===== src/rtl/fifo_ptr_ctrl.sv =====
// -----------------------------------------------------------------------------
// fifo_ptr_ctrl
//
// Push/pop pointer controller for one dual-port RAM FIFO of the UART/IrDA
// link. The block owns the write and read pointers and arbitrates push
// against pop. It drives the RAM write and read strobes, and it tracks
// occupancy with an EMPTY / ACTIVE / FULL state machine. It never accepts
// a push while FULL or a pop while EMPTY, even when the opposite request
// is accepted in the same cycle.
//
// Parameters
//   WIDTH        pointer / RAM address width; FIFO depth = 2**WIDTH.
//
// Ports
//   i_clock      system clock; all state changes on the rising edge.
//   i_reset      asynchronous, active-high; clears all state.
//   i_push_req   request to write one word this cycle.
//   i_pop_req    request to read one word this cycle.
//   o_wr_en      RAM write strobe (push accepted), combinational.
//   o_wr_addr    RAM write address (registered write pointer).
//   o_rd_en      RAM read strobe (pop accepted), combinational.
//   o_rd_addr    RAM read address (registered read pointer).
//   o_pop_valid  RAM read data valid, one cycle after o_rd_en.
//   o_count      current occupancy, 0 .. 2**WIDTH.
//   o_empty      FIFO empty (decoded from state).
//   o_full       FIFO full (decoded from state).
//   o_overflow   sticky: push request seen while full.
//   o_underflow  sticky: pop request seen while empty.
//
// Configuration macro
//   FIFO_ERR_FLAGS_EN  when defined, this macro builds the sticky
//                      overflow/underflow flag registers. When it is not
//                      defined, both flag outputs are tied to 0.
// -----------------------------------------------------------------------------
module fifo_ptr_ctrl #(
  parameter int WIDTH = 4
) (
  input  logic             i_clock,
  input  logic             i_reset,
  input  logic             i_push_req,
  input  logic             i_pop_req,
  output logic             o_wr_en,
  output logic [WIDTH-1:0] o_wr_addr,
  output logic             o_rd_en,
  output logic [WIDTH-1:0] o_rd_addr,
  output logic             o_pop_valid,
  output logic [WIDTH:0]   o_count,
  output logic             o_empty,
  output logic             o_full,
  output logic             o_overflow,
  output logic             o_underflow
);

  typedef enum logic [1:0] {
    ST_EMPTY  = 2'd0,
    ST_ACTIVE = 2'd1,
    ST_FULL   = 2'd2
  } state_t;

  // Occupancy constants, sized to the count register.
  localparam logic [WIDTH:0] C_ONE    = {{WIDTH{1'b0}}, 1'b1};
  localparam logic [WIDTH:0] C_ALMOST = {1'b0, {WIDTH{1'b1}}};

  state_t           r_state;
  state_t           w_state_next;
  logic [WIDTH-1:0] r_wr_ptr;
  logic [WIDTH-1:0] r_rd_ptr;
  logic [WIDTH:0]   r_count;
  logic             r_pop_valid;
  logic             w_push_acc;
  logic             w_pop_acc;

  // Acceptance depends only on the state. A pop in FULL does not open room
  // for a push in the same cycle, so the RAM never reads and writes one
  // address together. A push in EMPTY does not feed a same-cycle pop, so
  // there is no fall-through path.
  assign w_push_acc = i_push_req & (r_state != ST_FULL);
  assign w_pop_acc  = i_pop_req  & (r_state != ST_EMPTY);

  // Next-state logic.
  always_comb begin
    // NOTE: default first, so every path assigns w_state_next and no latch is inferred.
    w_state_next = r_state;
    case (r_state)
      ST_EMPTY: begin
        if (w_push_acc) w_state_next = ST_ACTIVE;
      end
      ST_ACTIVE: begin
        if (w_push_acc && !w_pop_acc && (r_count == C_ALMOST))
          w_state_next = ST_FULL;
        else if (w_pop_acc && !w_push_acc && (r_count == C_ONE))
          w_state_next = ST_EMPTY;
      end
      ST_FULL: begin
        if (w_pop_acc) w_state_next = ST_ACTIVE;
      end
      default: w_state_next = ST_EMPTY;
    endcase
  end

  // State register.
  always_ff @(posedge i_clock or posedge i_reset) begin
    // NOTE: sequential state uses non-blocking (<=) so all registers sample pre-edge values.
    if (i_reset) r_state <= ST_EMPTY;
    else         r_state <= w_state_next;
  end

  // Pointers, occupancy and read-data-valid pipeline.
  always_ff @(posedge i_clock or posedge i_reset) begin
    if (i_reset) begin
      r_wr_ptr    <= '0;
      r_rd_ptr    <= '0;
      r_count     <= '0;
      r_pop_valid <= 1'b0;
    end else begin
      // The pointers wrap naturally at 2**WIDTH.
      if (w_push_acc) r_wr_ptr <= r_wr_ptr + 1'b1;
      if (w_pop_acc)  r_rd_ptr <= r_rd_ptr + 1'b1;
      if (w_push_acc && !w_pop_acc)      r_count <= r_count + 1'b1;
      else if (w_pop_acc && !w_push_acc) r_count <= r_count - 1'b1;
      r_pop_valid <= w_pop_acc;
    end
  end

`ifdef FIFO_ERR_FLAGS_EN
  logic r_overflow;
  logic r_underflow;

  // Sticky error flags. They are set by any request made against the
  // matching boundary state, and only reset clears them.
  always_ff @(posedge i_clock or posedge i_reset) begin
    if (i_reset) begin
      r_overflow  <= 1'b0;
      r_underflow <= 1'b0;
    end else begin
      if (i_push_req && (r_state == ST_FULL))  r_overflow  <= 1'b1;
      if (i_pop_req  && (r_state == ST_EMPTY)) r_underflow <= 1'b1;
    end
  end

  assign o_overflow  = r_overflow;
  assign o_underflow = r_underflow;
`else
  assign o_overflow  = 1'b0;
  assign o_underflow = 1'b0;
`endif

  assign o_wr_en     = w_push_acc;
  assign o_rd_en     = w_pop_acc;
  assign o_wr_addr   = r_wr_ptr;
  assign o_rd_addr   = r_rd_ptr;
  assign o_pop_valid = r_pop_valid;
  assign o_count     = r_count;
  assign o_empty     = (r_state == ST_EMPTY);
  assign o_full      = (r_state == ST_FULL);

endmodule


===== config.mk =====
export PLATFORM = sky130hd
export DESIGN_NAME = fifo_ptr_ctrl
export DESIGN_NICKNAME = d
export VERILOG_FILES = /design/src/rtl/fifo_ptr_ctrl.sv
export SDC_FILE = /design/constraint.sdc
export NUM_CORES = 1
export LEC_CHECK = 0
export CORE_UTILIZATION = 53
export CTS_CLUSTER_DIAMETER = 60
export CTS_CLUSTER_SIZE = 30
export DETAILED_ROUTE_END_ITERATION = 10
export DONT_BUFFER_PORTS = 1
export PLACE_DENSITY = 0.71
export SLEW_MARGIN = 20
export SYNTH_ARGS = -nofsm -noshare
export SYNTH_HDL_FRONTEND = slang
export SYNTH_SLANG_ARGS = --single-unit

===== constraint.sdc =====
create_clock -name i_clock -period 1.7 [get_ports i_clock]
set_input_delay 0.17 -clock i_clock [delete_from_list [all_inputs] [get_ports i_clock]]
set_output_delay 0.17 -clock i_clock [all_outputs]
set_load 0.05 [all_outputs]

==> impl_metrics.yaml, run 1 <==
run_status:
  status: "completed"
place:
  placed_cell_area_mm2: 0.00102
  dp_slack_ps: 2.56
  dp_hpwl_um: 1180
  port-buffer-count: 0
  routabilityCongestion: 0.752
die:
  start_util_pct: 56.6
  rows: 14
  die_area_mm2: 0.00177
  ios: 24
  core_mm2: 0.00151
  die_h_um: 42.1
  die_x_um: 42.1
worst_setup_path:
  reg2reg_to: "o_count[3]"
  endpoint_kind: "register"
  reg2reg_depth: 7
  crit_path_max_fanout: 2
  reg2reg_slack_ps: 30
  cp-start-kind: "register"
  r2r_start: "r_state[0]"
  worstPathArrival_ps: 1880
  critPathKind: "reg -> reg"
  cp.required_ps: 1910
global_routing:
  grt_pass1_wl_um: 2750
  grt_max_degree: 17
  overflow: 0
  grt_pass1_vias: 637
  grt_use_total_pct: 20.7
  antenna_found_initial: 0
cts:
  cts_buffer_depth: 2
  h-tree-depth: 1
  insertion_delay_ps: 280
  numCtsBuffers: 3
  cts_tree: "built"
  clkTransAtPathRegs_ps: 100
  cts_root_buffer: "clkbuf_4"
  clkSinkCount: 16
routing:
  num_vias: 643
  wl_um: 1640
  via_per_inst: 5.31
  drt_iter0_drc: 6
  wl_per_cell_um: 13.5
  drtPass1Iterations: 3
  ant_nets: 0
  drc: 0
synth:
  seq_area_frac_synth_pct: 47.0
  synth_most_common_cell: "dfrtp_1"
  synth_top_area_cell: "dfrtp_1"
  netlist_area_um2: 852
  synthArstFlopShare_pct: 100
  yosysTopAreaCellShare_pct: 47.0
  synth-edff-count: 0
  synth.distinct_cells: 26
  synthTopCellsByCount: "16 x dfrtp_1, 9 x nand2_1, 8 x ha_1"
  synth_area_leaders: "dfrtp_1 47%, ha_1 12%, xnor2_1 7.2%, nand2_1 4.0%, inv_1 3.1%"
  ys.flop_type: "dfrtp_1"
  ys.warnings.count: 0
  avgSynthCellArea_um2: 10.5
  synthCells: 81
  synth-seq-cells: 16
cells_and_area:
  diodes: 0
  nets: 118
  drive_above_1_share_pct: 36.2
  design_area_mm2: 0.00112
  syn2layout_area_growth_pct: 31.4
sta:
  setup-violations-final: 0
  period_share_pct: 98.2
  fin_skew_ps: 4.73
  finalWorstSetupSlack_ps: 31.1
  timing.final.hold_violations: 0
  fmax_ghz: 0.599
  maxSlewHeadroom_pct: 59.2
  grt_setup_unrepaired: "true"
  hold_ws_ps: 48.0
  slew_violations: 0
  post-route-min-period_ps: 1670
  tightest_slew_ps: 611
run:
  drv_cap: 0
min_path:
  holdPathEnd: "o_wr_addr[3]"
  hold_depth: 2
  holdCritStartpoint: "i_push_req"
  hold_class: "in -> reg"
metal layers:
metal / GRT usage (%) / vias up / wire length, µm
li1: - / 315 / -
met2: 35.0 / 20 / 813
met5: 0 / - / 0
met4: 7.50 / 0 / 25
met1: 25.3 / 304 / 723
met3: 5.60 / 4 / 76
cells by family (layout without fill, tap and decap cells):
kind of cell | Yosys count | count (layout) | share of synthesized area [%]
AOI/OAI and AO/OA | 7 | 7 | 5.28
xor gates and xnor gates | 10 | 10 | 10.3
adders and majority gates | 8 | 8 | 11.7
buffers and inverters | 11 | 34 | 6.02
DFF | 16 | 16 | 47.0
muxes | 3 | 3 | 3.67
other | 1 | 2 | 0.440
and+or+nand+nor | 25 | 25 | 15.6
how the worst max path moves through the flow:
stage | slack, ps | depth (start not counted) | endpoint | startpoint
after floorplan | -350 | 8 | o_count[3] | r_state[0]
after global placement | 60 | 6 | o_count[3] | r_state[1]
after detailed placement | 3 | 7 | o_count[4] | r_state[1]
after CTS | 30 | 7 | o_count[3] | r_state[0]
after global routing | -30 | 7 | o_count[3] | r_state[0]
final | 30 | 7 | o_count[3] | r_state[0]
placed cells by master (no fill, tap or decap), types with 3 or more instances in the layout:
master,n
ha_1,6
clkbuf_4,3
nand2_1,8
dfrtp_1,14
inv_1,5
xor2_1,3
xnor2_1,7
buf_4,21
what timing repair did:
action | in CTS | in global routing
gates resized for setup | 2 | 4
pin swaps | 0 | 3
setup endpoints to repair | 2 | 2
hold buffers | 2 | 0
hold endpoints to repair | 17 | 0
setup buffers | 0 | 2
critical path: stages, from the launching register on:
cell	delay (ps)
dfrtp_1	390
nand2b_4	150
nand2_4	80
clkinvlp_4	100
ha_4	160
or4_4	410
a21oi_2	150
xor2_1	160
through the flow:
stage          TNS (ps)  util, %  cells
3_5_place_dp          0     68.0    113
6_report              0     74.3    121
2_1_floorplan      -895        -     82
4_1_cts               0     72.0    119
5_1_grt           -27.4     74.3    121
3_3_place_gp          0     68.0    113
sequential cells by signal, summed over array words and instances, names as in the netlist:
register     cells
r_state          2
o_rd_addr        4
o_wr_addr        4
o_pop_valid      1
o_count          5
cell type report:
class                      instances  area (µm²)
clock buffer                       4        36.3
sequential                        16         403
inverter                           7        30.0
fill                             115         387
multi-input combinational         55         453
timing repair buffer              23         178
tap                               16        20.0
Power of run 1 is left out: the tool's default activity adds up to more than one toggle a clock period on the data nets, which glitch-free logic cannot reach.
==> run 2: changes to the inputs <==
--- a/config.mk
+++ b/config.mk
@@ -5,12 +5,16 @@
 export SDC_FILE = /design/constraint.sdc
 export NUM_CORES = 1
 export LEC_CHECK = 0
-export CORE_UTILIZATION = 53
+export ABC_CLOCK_PERIOD_IN_PS = 1700
+export CAP_MARGIN = 20
+export CELL_PAD_IN_SITES_DETAIL_PLACEMENT = 0
+export CELL_PAD_IN_SITES_GLOBAL_PLACEMENT = 2
+export CORE_UTILIZATION = 33
 export CTS_CLUSTER_DIAMETER = 60
 export CTS_CLUSTER_SIZE = 30
 export DETAILED_ROUTE_END_ITERATION = 10
 export DONT_BUFFER_PORTS = 1
-export PLACE_DENSITY = 0.71
+export PLACE_DENSITY_LB_ADDON = 0.1
 export SLEW_MARGIN = 20
 export SYNTH_ARGS = -nofsm -noshare
 export SYNTH_HDL_FRONTEND = slang
==> impl_metrics.yaml, run 2 (synthesis gave the netlist of run 1 again) <==
cts:
  clkTransAtPathRegs_ps: 90
  insertion_delay_ps: 280
  cts_buffer_depth: 2
  cts_root_buffer: "clkbuf_4"
  numCtsBuffers: 3
  clkSinkCount: 16
  cts_tree: "built"
  h-tree-depth: 1
worst_setup_path:
  r2r_start: "r_state[0]"
  cp-endpoint: "o_count[3]"
  crit_path_max_fanout: 4
  worstPathArrival_ps: 1890
  cp-start-kind: "register"
  critPathKind: "reg -> reg"
  reg2reg_slack_ps: 20
  cp.required_ps: 1910
  reg2reg_depth: 7
  endpoint_kind: "register"
  reg2reg_to: "o_count[3]"
  crit_start: "r_state[0]"
sta:
  grt_setup_unrepaired: "true"
  post-route-min-period_ps: 1680
  fmax_ghz: 0.597
  fin_tns_setup_ps: 0
  slew_violations: 0
  fin_skew_ps: 2.29
  maxSlewHeadroom_pct: 57.9
  period_share_pct: 98.6
  setup-violations-final: 0
  finalWorstSetupSlack_ps: 23.7
  tightest_slew_ps: 631
  timing.final.hold_violations: 0
die:
  die_h_um: 52.8
  start_util_pct: 34.7
  core_mm2: 0.00245
  rows: 18
  ios: 24
  die_area_mm2: 0.00279
  die_x_um: 52.8
cells_and_area:
  nets: 120
  diodes: 0
  drive_above_1_share_pct: 34.6
  layout_common_cells: "23 x buf_4, 15 x dfrtp_1, 8 x nand2_1, 7 x xnor2_1, 6 x ha_1"
  fillCellCount: 250
  largest_reg_flops: 5
  final_common_cell: "buf_4"
  syn2layout_area_growth_pct: 32.9
  seq_area_um2: 402
  multi_input_area_um2: 434
global_routing:
  grt_pass1_vias: 630
  antenna_found_initial: 0
  grt_use_total_pct: 14.5
  overflow: 0
  grt_max_degree: 17
  grt_pass1_wl_um: 2830
routing:
  via_per_inst: 4.58
  drtPass1Iterations: 9
  drt_iter0_drc: 15
  ant_nets: 0
  drc: 1
  num_vias: 628
  wl_per_cell_um: 12.6
  wl_um: 1730
run_status:
  status: "finished, violations left"
  failed_checks: "DRC"
run:
  drv_cap: 0
place:
  routabilityCongestion: 0.748
  dp_slack_ps: 31.8
  dp_hpwl_um: 1300
  port-buffer-count: 0
min_path:
  hold_class: "in -> reg"
[run 2: timing repair]
action | CTS | global route
gates resized for setup | 0 | 2
endpoints found under the hold margin | 17 | 0
hold buffers | 2 | 0
setup endpoints to repair | 0 | 3
setup buffers | 0 | 1
[run 2: worst max-delay path, stage by stage (launching register included)]
cell and delay, ps:
dfrtp_1 400, nand2b_4 160, nand2_4 70, clkinvlp_4 100
ha_4 180, or4_4 410, a21oi_2 140, xor2_1 150
[run 2: worst min path at each step]
stage / start / end / depth (start not counted)
finish: i_push_req / o_wr_addr[2] / 2
global route: i_push_req / o_wr_addr[3] / 2
CTS: i_push_req / o_wr_addr[2] / 2
detailed placement: i_reset / r_state[1] / 1
global placement: i_reset / o_pop_valid / 1
floorplan: i_reset / o_count[0] / 1
[run 2: per-stage QoR]
stage	utilization (%)	instances	instance area (µm²)	hold slack (ps)
floorplan	-	82	893	83.7
global placement	43.4	130	1060	189
detailed placement	43.4	130	1060	176
CTS	45.7	136	1120	26.0
global route	46.1	137	1130	18.3
finish	46.1	137	1130	38.1
[run 2: cell type report]
cell class / instances / area share, %
clock buffer: 4 / 3.20
inverter: 7 / 2.65
multi-input combinational: 55 / 38.3
sequential: 16 / 35.5
tap: 30 / 3.31
timing repair buffer: 25 / 17.0
[run 2: routing by layer]
| metal | global-route usage (%) | routed length (µm) |
|---|---|---|
| met1 | 19.0 | 869 |
| met2 | 21.9 | 809 |
| met3 | 4.06 | 53 |
| met4 | 6.58 | 0 |
| met5 | 0 | 0 |
Power of run 2 is left out for the same reason.
